--- src/rtl/csa_serial_add_ctrl_pkg.sv ---
`default_nettype none
// ============================================================================
// Module   : csa_serial_add_ctrl_pkg
// Purpose  : Shared definitions for the serial carry-select add/sub
//            controller: default operand width and controller state encoding.
// Ports    : (package, no ports)
// Revision : 1.0 - initial release
// ============================================================================
package csa_serial_add_ctrl_pkg;

   localparam int DEFAULT_WIDTH = 16;

   // State encodings, shared by the controller and anyone decoding its state.
   localparam logic [1:0] ST_IDLE = 2'd0;
   localparam logic [1:0] ST_RUN  = 2'd1;
   localparam logic [1:0] ST_DONE = 2'd2;

   typedef enum logic [1:0] {
      IDLE = ST_IDLE,
      RUN  = ST_RUN,
      DONE = ST_DONE
   } state_t;

endpackage
`default_nettype wire

--- src/rtl/csa_serial_add_ctrl_csa_2.sv ---
`default_nettype none
// ============================================================================
// Module   : CSA_2
// Purpose  : 2-bit carry-select adder slice. Bit 0 is a plain full adder;
//            bit 1 is precomputed for both possible carries and selected by
//            the carry out of bit 0.
// Ports    : a[1:0], b[1:0]  - operand bit pairs
//            cin             - carry into bit 0
//            sum[1:0]        - slice sum
//            cout            - carry out of bit 1
//            second_out      - carry into bit 1 (used for signed overflow)
// Revision : 1.0 - initial release
// ============================================================================
module CSA_2 (
   input  logic [1:0] a,
   input  logic [1:0] b,
   input  logic       cin,
   output logic       cout,
   output logic [1:0] sum,
   output logic       second_out
);

   logic c1;
   logic s1_c0;
   logic s1_c1;
   logic c2_c0;
   logic c2_c1;

   assign c1 = (a[0] & b[0]) | (cin & (a[0] ^ b[0]));

   // Upper bit evaluated for both carry-in values, then selected by c1.
   assign s1_c0 = a[1] ^ b[1];
   assign s1_c1 = ~(a[1] ^ b[1]);
   assign c2_c0 = a[1] & b[1];
   assign c2_c1 = a[1] | b[1];

   assign sum[0]     = a[0] ^ b[0] ^ cin;
   assign sum[1]     = c1 ? s1_c1 : s1_c0;
   assign cout       = c1 ? c2_c1 : c2_c0;
   assign second_out = c1;

endmodule
`default_nettype wire

--- src/rtl/csa_serial_add_ctrl.sv ---
`default_nettype none
// ============================================================================
// Module   : csa_serial_add_ctrl
// Purpose  : Multi-cycle add/subtract controller. Processes WIDTH-bit operands
//            two bits per clock through a single CSA_2 slice, LSB pair first,
//            with the inter-slice carry held in a register.
// Ports    : clk, rst (async, active-high)
//            in_valid / in_ready   - operand handshake (a, b, sub)
//            flush                 - synchronous abort to IDLE
//            out_valid / out_ready - result handshake (sum, cout, overflow)
//            busy                  - high while computing
// Revision : 1.0 - initial release
// ============================================================================
module csa_serial_add_ctrl
   import csa_serial_add_ctrl_pkg::*;
#(
   parameter int WIDTH = DEFAULT_WIDTH,
   parameter int CNT_W = 4
) (
   input  logic             clk,
   input  logic             rst,
   input  logic             in_valid,
   output logic             in_ready,
   input  logic [WIDTH-1:0] a,
   input  logic [WIDTH-1:0] b,
   input  logic             sub,
   input  logic             flush,
   output logic             out_valid,
   input  logic             out_ready,
   output logic [WIDTH-1:0] sum,
   output logic             cout,
   output logic             overflow,
   output logic             busy
);

   localparam logic [CNT_W-1:0] LAST_CNT = CNT_W'(WIDTH / 2 - 1);

   state_t           state;
   state_t           state_next;

   logic [WIDTH-1:0] a_reg;
   logic [WIDTH-1:0] b_reg;
   logic [WIDTH-1:0] sum_reg;
   logic             carry;
   logic [CNT_W-1:0] cnt;
   logic             cout_reg;
   logic             overflow_reg;

   logic             load;
   logic             shift;
   logic             last;

   logic [1:0]       slice_sum;
   logic             slice_cout;
   logic             slice_second;

   CSA_2 u_slice (
      .a          (a_reg[1:0]),
      .b          (b_reg[1:0]),
      .cin        (carry),
      .cout       (slice_cout),
      .sum        (slice_sum),
      .second_out (slice_second)
   );

   // ------------------------------------------------------------------
   // State register
   // ------------------------------------------------------------------
   always_ff @(posedge clk or posedge rst) begin
      if (rst) begin
         state <= IDLE;
      end else begin
         state <= state_next;
      end
   end

   // ------------------------------------------------------------------
   // Next-state and control decode
   // ------------------------------------------------------------------
   always_comb begin
      state_next = state;
      in_ready   = 1'b0;
      out_valid  = 1'b0;
      busy       = 1'b0;
      load       = 1'b0;
      shift      = 1'b0;
      last       = 1'b0;

      case (state)
         IDLE: begin
            in_ready = 1'b1;
            if (in_valid) begin
               load       = 1'b1;
               state_next = RUN;
            end
         end
         RUN: begin
            busy  = 1'b1;
            shift = 1'b1;
            if (cnt == LAST_CNT) begin
               last       = 1'b1;
               state_next = DONE;
            end
         end
         DONE: begin
            out_valid = 1'b1;
            if (out_ready) begin
               state_next = IDLE;
            end
         end
         default: begin
            state_next = IDLE;
         end
      endcase

      // Abort overrides every transition, including an accept in IDLE.
      if (flush) begin
         state_next = IDLE;
         load       = 1'b0;
         shift      = 1'b0;
         last       = 1'b0;
      end
   end

   // ------------------------------------------------------------------
   // Datapath: operand shift registers, result shift-in, carry chain
   // ------------------------------------------------------------------
   always_ff @(posedge clk or posedge rst) begin
      if (rst) begin
         a_reg        <= '0;
         b_reg        <= '0;
         sum_reg      <= '0;
         carry        <= 1'b0;
         cnt          <= '0;
         cout_reg     <= 1'b0;
         overflow_reg <= 1'b0;
      end else if (flush) begin
         // Result registers intentionally keep their stale contents.
         cnt <= '0;
      end else if (load) begin
         // Subtract is A + ~B + 1: invert B here and seed the carry with 1.
         a_reg <= a;
         b_reg <= sub ? ~b : b;
         carry <= sub;
         cnt   <= '0;
      end else if (shift) begin
         sum_reg <= {slice_sum, sum_reg[WIDTH-1:2]};
         a_reg   <= {2'b00, a_reg[WIDTH-1:2]};
         b_reg   <= {2'b00, b_reg[WIDTH-1:2]};
         carry   <= slice_cout;
         cnt     <= cnt + 1'b1;
         if (last) begin
            // On the final pair, second_out is the carry into bit WIDTH-1.
            cout_reg     <= slice_cout;
            overflow_reg <= slice_second ^ slice_cout;
         end
      end
   end

   assign sum      = sum_reg;
   assign cout     = cout_reg;
   assign overflow = overflow_reg;

endmodule
`default_nettype wire

--- config.mk ---
export PLATFORM = sky130hd
export DESIGN_NAME = csa_serial_add_ctrl
export DESIGN_NICKNAME = d
export VERILOG_FILES = /design/src/rtl/csa_serial_add_ctrl_pkg.sv /design/src/rtl/csa_serial_add_ctrl_csa_2.sv /design/src/rtl/csa_serial_add_ctrl.sv
export SDC_FILE = /design/constraint.sdc
export NUM_CORES = 1
export LEC_CHECK = 0
export CORE_AREA = 2 2 77 79
export DETAILED_ROUTE_END_ITERATION = 10
export DIE_AREA = 0 0 79 81
export MAX_ROUTING_LAYER = met4
export PLACE_DENSITY_LB_ADDON = 0.1
export SETUP_SLACK_MARGIN = 0.05
export SLEW_MARGIN = 20
export SYNTH_ARGS = -nofsm -noshare
export SYNTH_HDL_FRONTEND = slang
export SYNTH_SLANG_ARGS = --single-unit
export TNS_END_PERCENT = 20
--- constraint.sdc ---
create_clock -name clk -period 1.9 [get_ports clk]
set_input_delay 0.38 -clock clk [delete_from_list [all_inputs] [get_ports clk]]
set_output_delay 0.38 -clock clk [all_outputs]
set_load 0.02 [all_outputs]
Word-level counts from Yosys, hierarchy flattened

Cells that the tools add are included.

Memories kept: 0
Bits in writable memories: 0
Output and inout port bits: 21
Bits in latches: 0
Word-level logic and storage cells: 62
Flip-flop bits (word level): 57
Bits in read-only memories: 0

Reductions and logical operators: 7
Add/sub/neg operators: 1
Shift-type cells: 0
Divide/modulo/power cells: 0
Mux-type cells: 27
$lt $le $gt $ge: 0
Bitwise operators: 13
Multiply operators: 0
Eq/ne operators: 6

Operator list:

| operator              | number |
|---|---|
| $mux W16              | 5 |
| $not A16 Y16          | 1 |
| $mux W1               | 14 |
| $mux W4               | 3 |
| $ne A3 B3 Y1 const B  | 3 |
| $mux W2               | 4 |
| $pmux W2 S3           | 1 |
| $reduce_and A3 Y1     | 2 |
| $add A4 B1 Y4 const B | 1 |
| $eq A4 B3 Y1 const B  | 1 |
| $reduce_and A4 Y1     | 1 |
| $xor A1 B1 Y1         | 4 |
| $and A1 B1 Y1         | 3 |
| $not A1 Y1            | 3 |
| $reduce_bool A3 Y1    | 1 |
| $eq A2 B1 Y1 const B  | 1 |
| $eq A2 B2 Y1 const B  | 1 |
| $logic_not A2 Y1      | 1 |
| $or A1 B1 Y1          | 2 |
| $reduce_and A2 Y1     | 1 |
| $reduce_bool A2 Y1    | 1 |

Depth between registers and ports, before layout

Gate-level depths: netlist of run 1.

Word-level depth: 6
Depth in mapped cells: 6
Mapped depth without buffers: 5

By module

From an unflattened synthesis of run 1, not the netlist that was laid out.

Cells, all modules: 225
Area, all modules: 2,685.1 um2

By module, submodules not included:

| module              | seq. area each (um2) | instances | area an instance (um2) | cells each |
|---|---|---|---|---|
| csa_serial_add_ctrl | 1,426.4              | 1         | 2,596.2                | 212 |
| CSA_2               | 0.0                  | 1         | 88.8                   | 13 |

Worst setup path before layout of run 1

No wires, ideal clock.

Path type: register -> register
From: register state[0]
To: register cnt[3]
Period minus slack after synthesis: 1.555 ns
Cell stages (with the launch flop): 5
Required time: 1.818 ns
Path buffers: 1
Arrival time: 1.473 ns
Library setup time: 0.082 ns
Setup slack: 0.345 ns
Cells stage by stage: dfrtp_1 -> buf_4 -> nor2b_1 -> or3b_1 -> a31oi_1

Elaborated cells between the ends (all ways): 9
Classes of those cells: eq/ne: 1; mux: 6; reduce/logical: 2

RTL lines:

| item                                | line                       | text |
|---|---|---|
| start, declared                     | csa_serial_add_ctrl.sv:38  | `state_t state;` |
| start signal, assigned              | csa_serial_add_ctrl.sv:73  | `state <= state_next;` |
| $eq A2 B1 Y1                        | n/a                        |  |
| $mux W1                             | n/a                        |  |
| via busy                            | csa_serial_add_ctrl.sv:33  | `output logic busy` |
| $mux W1                             | csa_serial_add_ctrl.sv:117 | `if (flush) begin` |
| $reduce_bool A3 Y1 (no source line) | n/a                        |  |
| end signal, assigned                | csa_serial_add_ctrl.sv:151 | `cnt <= cnt + 1'b1;` |
| end, declared                       | csa_serial_add_ctrl.sv:45  | `logic [CNT_W-1:0] cnt;` |

The timed path passes the listed nets, and every way through them passes these cells.
A chain may end at the register's enable or synchronous reset.

Worst setup path in the final report of run 1

From: register state[0]
To: output port out_valid

Word-level cells in the longest chain between the ends: 2

Ends and longest elaborated chain:

| item          | line                      | text |
|---|---|---|
| $eq A2 B2 Y1  | csa_serial_add_ctrl.sv:89 | `case (state)` |
| $mux W1       | csa_serial_add_ctrl.sv:89 |  |
| end, declared | csa_serial_add_ctrl.sv:28 | `output logic out_valid,` |

No other way between the ends.

==> flow_results.org, run 1 <==
** Critical path
- STA classifies the critical path startpoint as a flip-flop.
- For the worst setup path, the data required time is 1.52 ns.
- Traced cell by cell, the critical path runs through nor2b_1 > dlygate4sd2_1.
- Critical Path Fanout Max :: 9
- Crit path kind :: flip-flop to output port
- For this design, the slowest cell found on the critical path is sky130_fd_sc_hd__dfrtp_2.
- Endpoint kind of the worst setup timing path :: output port
- For the worst setup path, the data arrival time is 1.35 ns.
- On the worst path, the slowest cell contributes a delay of 0.47 ns.

** STA
- Setup Viol. Count Final :: 0
- Number of failing hold endpoints at the final stage :: 0
- At the pin with the least slew margin, the transition time is 0.3131 ns.
- Share of the clock period used by the worst path :: 91.21%
- Post-layout min period :: 1.733 ns
- RSZ-0062 raised after global routing :: no
- Skew final :: 0.005751 ns
- Across all hold checks on the routed design, the worst slack comes to 0.4322 ns.
- Worst-case headroom to the max-slew limit :: 79.08%
- The number of pins exceeding their max-slew limit in the final report was 0.
- For this run, the top clock speed supported by timing is 577.0 MHz.

** Placement
- Total placed instance area :: 3458 sq um
- Port Buf Inserts :: 58
- DPL Wire Length :: 3447 um
- Final RePlAce weighted congestion :: 0.7442

** Synth
- Post-synth ARST share :: 100.0%
- Primary flip-flop cell chosen by synthesis mapping :: sky130_fd_sc_hd__dfrtp_1
- Synthesis produced a netlist with a net count of 300.
- sky130_fd_sc_hd__dfrtp_1 takes more of the synthesized area than any other cell.
- Yosys mapped a number of flops with a built-in enable equal to 0.
- Warnings, synthesis :: 0
- Yosys attributes the largest share of cell area to sky130_fd_sc_hd__dfrtp_1, sky130_fd_sc_hd__nand2_1, sky130_fd_sc_hd__a22o_1.
- The netlist uses 34 different library cells.
- After synthesis, flip-flops and latches occupy 53.50% of the total area.
- Flip-flop and latch count after synthesis :: 57
- Synthesized instance count :: 258
- Area fraction of the dominant cell type after synthesis :: 53.50%
- The mapped netlist covers 2666 sq um.
- The average instance in the mapped netlist occupies 10.33 sq um.

** Global route
- Global routing used 18.18% of the available tracks.
- Number of global-route vias before repair :: 1974
- The first global-routing pass estimated 8749 um of wire.
- For this run the aggregate overflow at the end of global routing stands at 0.
- Entering global routing, the biggest net connects 58 pins.
- The initial antenna violation count came to 0.

** Floorplanning
- For this design the top-level I/O count stands at 59.
- Core Area :: 5675 sq um
- The die is 81 um tall.
- The initial utilization of the core area, before any placement, comes to 46.98%.
- Number of rows in the core area :: 28
- The floorplan step defined a die boundary enclosing 6399 sq um.
- The die is 79 um wide.

** Route
- Via count of the routed design :: 2075
- Dividing the detail-routed via count by the number of cells gives 5.123.
- Summed over all layers, the routed wires come to 5156 um.
- In this run, the number of DRC markers left after iteration 0 of detailed routing was 91.
- After detailed routing, the average wire length per cell comes to 12.73 um.
- Met2 wirelength from detailed routing :: 2350 um
- Detailed routing placed a total of 233 um of wire on met3.
- For this run, the detailed router's first-pass iteration total came to 4.
- Number of antenna-violating nets in the routed design :: 0
- The detailed router put a total of 2491 um of wire on met1.
- After detailed routing, the number of remaining DRC violations is 0.
- The highest layer touched by signal routing is met4.

** Cells and area
- The finished cells cover 3664 sq um.
- Post-layout util :: 64.55%
- 0 antenna diodes ended up in the layout.
- Compared with the post-synthesis result, the final layout area differs by 37.40%.
- The final layout contains 367 nets.
- Share of final-layout standard cells stronger than drive strength 1 :: 11.52%

** CTS
- TritonCTS built the clock tree.
- Skew-Pair Late Insertion Delay :: 0.33 ns
- Counting every sink on the clock net gives 57.
- In this run the post-CTS setup repair buffer count came out at 0.
- Worst-path clk slew :: 0.06 ns
- CTS Buffer Depth :: 2
- Root cell of the clock tree :: sky130_fd_sc_hd__clkbuf_8
- The number of clock buffers added by TritonCTS is 9.
- # H-tree levels :: 3

** Worst hold path
- The path class of the tightest hold or removal check is input pin to asynchronous set/reset pin.

** Power
- VDD sags by at most 0.0005855 V.
- Summed over all cells, the static leakage comes to 1.752 nW.
- PnR Total Power :: 4.165 mW
- Power density over cell area :: 1137 nW/um^2

** Outcome
- Outcome :: finished, final reports clean

** Flow run
- Max-cap violations in this run came to 0.
placed cells by master (no fill, tap or decap), types with 2 or more instances in the layout:
cell type	n
sky130_fd_sc_hd__buf_4	10
sky130_fd_sc_hd__a21o_1	12
sky130_fd_sc_hd__a221o_1	3
sky130_fd_sc_hd__o21ai_0	2
sky130_fd_sc_hd__nand3b_1	2
sky130_fd_sc_hd__o21bai_1	2
sky130_fd_sc_hd__buf_12	7
sky130_fd_sc_hd__dfrtp_1	56
sky130_fd_sc_hd__clkbuf_8	12
sky130_fd_sc_hd__nor2b_1	2
sky130_fd_sc_hd__clkbuf_1	2
sky130_fd_sc_hd__xnor2_1	14
sky130_fd_sc_hd__clkdlybuf4s50_1	55
sky130_fd_sc_hd__ha_1	3
sky130_fd_sc_hd__inv_1	6
sky130_fd_sc_hd__a22o_1	16
sky130_fd_sc_hd__nor2_1	4
sky130_fd_sc_hd__a21oi_1	15
sky130_fd_sc_hd__nand2_1	61
sky130_fd_sc_hd__a22oi_1	16
sky130_fd_sc_hd__xor2_1	3
sky130_fd_sc_hd__nand3_1	2
sky130_fd_sc_hd__nor3_1	3
sky130_fd_sc_hd__a31oi_1	3
sky130_fd_sc_hd__dlygate4sd2_1	3
synthesized netlist by cell type, types with 4 or more instances:
cell,number
sky130_fd_sc_hd__dfrtp_1,57
sky130_fd_sc_hd__nor2_1,4
sky130_fd_sc_hd__buf_2,14
sky130_fd_sc_hd__a22o_1,16
sky130_fd_sc_hd__xnor2_1,14
sky130_fd_sc_hd__inv_1,7
sky130_fd_sc_hd__a22oi_1,16
sky130_fd_sc_hd__a21oi_1,15
sky130_fd_sc_hd__buf_4,4
sky130_fd_sc_hd__a21o_1,12
sky130_fd_sc_hd__nand2_1,61
metrics by stage:
stage	instances	setup WS, ns	TNS, ns
floorplan	258	0.1204	0
global placement	389	-0.05396	-0.1537
detailed placement	389	-0.07027	-0.9005
CTS	405	0.1692	0
global route	405	0.1063	0
finish	405	0.1669	0
layer usage:
metal  vias up  track usage (%)
met5         -                -
met4         0            9.310
met3        12            3.778
met2        47            27.71
met1       990            23.15
li1       1026                -
worst paths after layout:
| path | slack [ns] | start | end | cells past startpoint |
|---|---|---|---|---|
| worst max-delay path | 0.17 | state[0] | out_valid | 2 |
| worst min-delay path | 0.43 | rst | cnt[0] | 3 |
| worst max register to register | 0.30 | state[1] | b_reg[1] | 6 |
| worst min register to register | 0.47 | sum[1] | sum[1] | 2 |
| max in group asynchronous | 1.20 | rst | sum[12] | 3 |
| min in group clk | 0.47 | sum[1] | sum[1] | 2 |
logic make-up after synthesis:
| family | share of synthesized area [%] |
|---|---|
| and+or+nand+nor | 14.17 |
| DFF | 53.50 |
| xor gates and xnor gates | 5.585 |
| AOI/OAI and AO/OA | 18.91 |
| buffers and inverters | 4.881 |
| muxes | 0.7977 |
| adders and majority gates | 2.159 |
power by group:
part | switching [mW] | leakage (nW) | internal, mW
logic | 0.597 | 0.925 | 0.646
registers | 0.207 | 0.721 | 1.55
clock network | 0.454 | 0.107 | 0.712
critical path: cells and delay by family, from the launching register on:
kind                   cells  cell delay (ns)
DFF                        1             0.47
and+or+nand+nor            1             0.19
buffers and inverters      1             0.36
area by class of cell:
type,instances,area (sq um)
Tap cell,75,93.84
Clock buffer,14,172.7
Timing Repair Buffer,75,792.0
Fill cell,470,2012
Multi-Input combinational cell,175,1116
Inverter,7,26.28
Clock inverter,2,35.03
Sequential cell,57,1428
timing repair:
item / 4_1_cts / 5_1_grt
resized for setup: 4 / 0
hold buffers: 0 / 0
setup endpoints to repair: 3 / 0
(Power assumes the default switching activity.)
==> run 2: changes to the inputs <==
Settings changed: TNS_END_PERCENT 20 to 30.
==> results of run 2 <==
Same layout as run 1: the final DEF is identical, and so are final timing and power.
==> run 3: changes to the inputs <==
Settings changed: CORE_AREA 2 2 77 79 to 2 2 74 76, DIE_AREA 0 0 79 81 to 0 0 76 78, DONT_BUFFER_PORTS set to 1.
==> flow_results.org, run 3 (synthesis gave the netlist of run 1 again) <==
** STA
- Skew final :: 0.005657 ns
- Total negative setup slack :: 0 ns
- Setup Viol. Count Final :: 0
- The worst pin sits at a relative slew slack of 57.00%.
- Based on the critical path, the design can be clocked at up to 591.3 MHz.
- RSZ-0062 raised after global routing :: no
- Of the available clock period, the critical path in the final layout requires 89.01%.
- The final hold violation count was 0.
- The number of pins exceeding their max-slew limit in the final report is 0.
- The worst path in the final design needs a cycle of 1.691 ns, including I/O delays and setup.
- Transition at the pin with the smallest max-transition slack :: 0.6443 ns

** CTS
- Buffers inserted to repair hold after CTS numbered 1.
- # H-tree levels :: 3
- TritonCTS clock tree :: done
- Worst-path clk slew :: 0.06 ns
- Once the clock tree was built, the setup fixing pass inserted 0 buffers.
- Clock sink total :: 57
- No sink is reached through more buffers than the 2 on the longest clock path.
- Clock tree synthesis selected as its root buffer the cell sky130_fd_sc_hd__clkbuf_8.
- Cts repair resizes :: 0
- At the later pin of the worst-skew pair, clock insertion delay measures 0.33 ns.
- Buffers inserted during clock tree synthesis total 9.

** Critical path
- Largest delay share family, worst path :: flip-flops
- CP Data Required Time :: 1.52 ns
- Endpoint kind of the worst setup timing path :: output port
- In this design, the stage delay of the slowest critical-path cell is 0.51 ns.
- The number of buffers and inverters on the critical path is 0.
- Crit path launch type :: flip-flop
- The worst setup path is of the flip-flop to output port kind.
- The signal on the critical path passes through nor2b_1.
- Max stage delay cell, worst path :: sky130_fd_sc_hd__dfrtp_1
- In this run the worst path has a maximum fanout of 7.
- Data on the critical path arrives at its endpoint at 1.31 ns.

** Cells and area
- Nets :: 300
- Diodes inserted :: 0
- The finished cells cover 2973 sq um.
- The library cell used most frequently in the layout, excluding fill and tap cells, is sky130_fd_sc_hd__nand2_1.
- In the layout the commonest cells are sky130_fd_sc_hd__nand2_1, sky130_fd_sc_hd__dfrtp_1, sky130_fd_sc_hd__a22oi_1, sky130_fd_sc_hd__a22o_1, sky130_fd_sc_hd__a21oi_1.
- Synthesis-to-finish area growth :: 11.50%
- Of the cells placed in the final design, the portion with a size suffix greater than 1 is 11.03%.

** Floorplanning
- Die Ht :: 78 um
- Number of rows in the core area :: 26
- The die is 76 um wide.
- The die covers 5928 sq um.
- The region available for standard cell placement spans 5042 sq um.
- Pin placement for this block handled 59 I/O pins.
- For this configuration, the core starts out at a cell density of 52.88%.

** Route
- Number of antenna-violating nets in the routed design :: 0
- After detailed routing, the average wire length per cell comes to 14.74 um.
- Violation count after the first detailed-route iteration :: 100
- Initial DRT Pass Iterations :: 4
- Total routed wirelength :: 4907 um
- Using the TritonRoute via totals, the vias-per-cell ratio works out to 5.474.
- Via count of the routed design :: 1823
- In the routed design, unresolved DRC markers number 0.

** Flow run
- Maximum Capacitance Violations :: 0

** Placement
- Port Buf Inserts :: 0
- Final RePlAce weighted congestion :: 0.7845
- Total placed instance area :: 2734 sq um
- Summed over all nets, the half-perimeter wirelength after detailed placement is 3122 um.

** Global route
- The initial antenna violation count is 0.
- The first global-routing pass estimated 8300 um of wire.
- The number of global-route vias before repair is 1758.
- Overall overflow remaining after global route :: 0
- Entering global routing, the biggest net connects 52 pins.
- For this run, the total global-route usage over all layers was measured as 18.47%.

** Power
- The worst-case IR drop observed on VDD is 0.0005575 V.
- Leakage power :: 1.466 nW
- The clock network is responsible for 33.0% of the overall power.
- The internal power of the cells totals 2.650 mW.
- Net switching is 31.48% of the power.
- Switching Power :: 1.218 mW
- Combinational logic is responsible for 16.2% of the overall power.
- Sequential cells account for 50.9% of the total power.
- Power density over cell area :: 1301 nW/um^2

** Worst hold path
- The tightest min-delay check is of the input pin to flip-flop type.

** Outcome
- The flow ran to the end, and the final reports show no timing, DRC or antenna violations.
[run 3: cell types whose count changed in the layout (fill, tap and decap cells not counted), sizes merged, moves of 3 or more]
cell           previous run  this run
clkbuf                   14        11
dlygate4sd2               3         0
clkdlybuf4s50            55         0
buf                      17         7
[run 3: through the flow]
stage | total power [mW] | utilization, % | std cells | hold WS [ns] | worst slack, ns
3_5_place_dp | 2.623 | 54.22 | 316 | 0.2168 | 0.2901
4_1_cts | 3.916 | 58.96 | 333 | 0.09279 | 0.1989
2_1_floorplan | 2.472 | - | 258 | 0.4500 | 0.1204
6_report | 3.867 | 58.96 | 333 | 0.1057 | 0.2088
5_1_grt | 4.118 | 58.96 | 333 | 0.09274 | 0.1642
3_3_place_gp | 2.600 | 54.22 | 316 | 0.2111 | 0.3036
[run 3: metal layers]
layer	GRT usage, %	part of all wire [%]	vias to the layer above
li1	-	-	884
met1	24.16	47	878
met2	26.43	45	51
met3	5.349	5.6	10
met4	9.273	2.1	0
met5	-	0	-
[run 3: power groups by stage]
stage          sequential (mW)  clock [mW]  combinational, mW
4_1_cts                   1.97        1.31              0.637
3_5_place_dp              2.00           0              0.627
3_3_place_gp              1.99           0              0.613
5_1_grt                   2.02        1.37              0.732
6_report                  1.97        1.27              0.626
2_1_floorplan             1.93           0              0.547
[run 3: final timing paths]
kind	to	startpoint	slack, ns	cells after the start
worst max-delay path	out_valid	state[1]	0.21	1
worst min-delay path	cnt[2]	flush	0.11	1
worst max register to register	a_reg[1]	state[1]	0.26	4
worst min register to register	a_reg[8]	a_reg[8]	0.48	1
max in group asynchronous	b_reg[6]	rst	0.87	3
min in group asynchronous	sum[8]	rst	0.44	2
[run 3: layout make-up]
type | instances | area (sq um)
flip-flops and latches | 57 | 1426
well taps | 70 | 87.58
multi-input cells | 175 | 1116
fillers | 473 | 2069
inverters | 7 | 26.28
repair buffers | 8 | 87.58
clock inverters | 5 | 77.57
clock buffers | 11 | 151.4
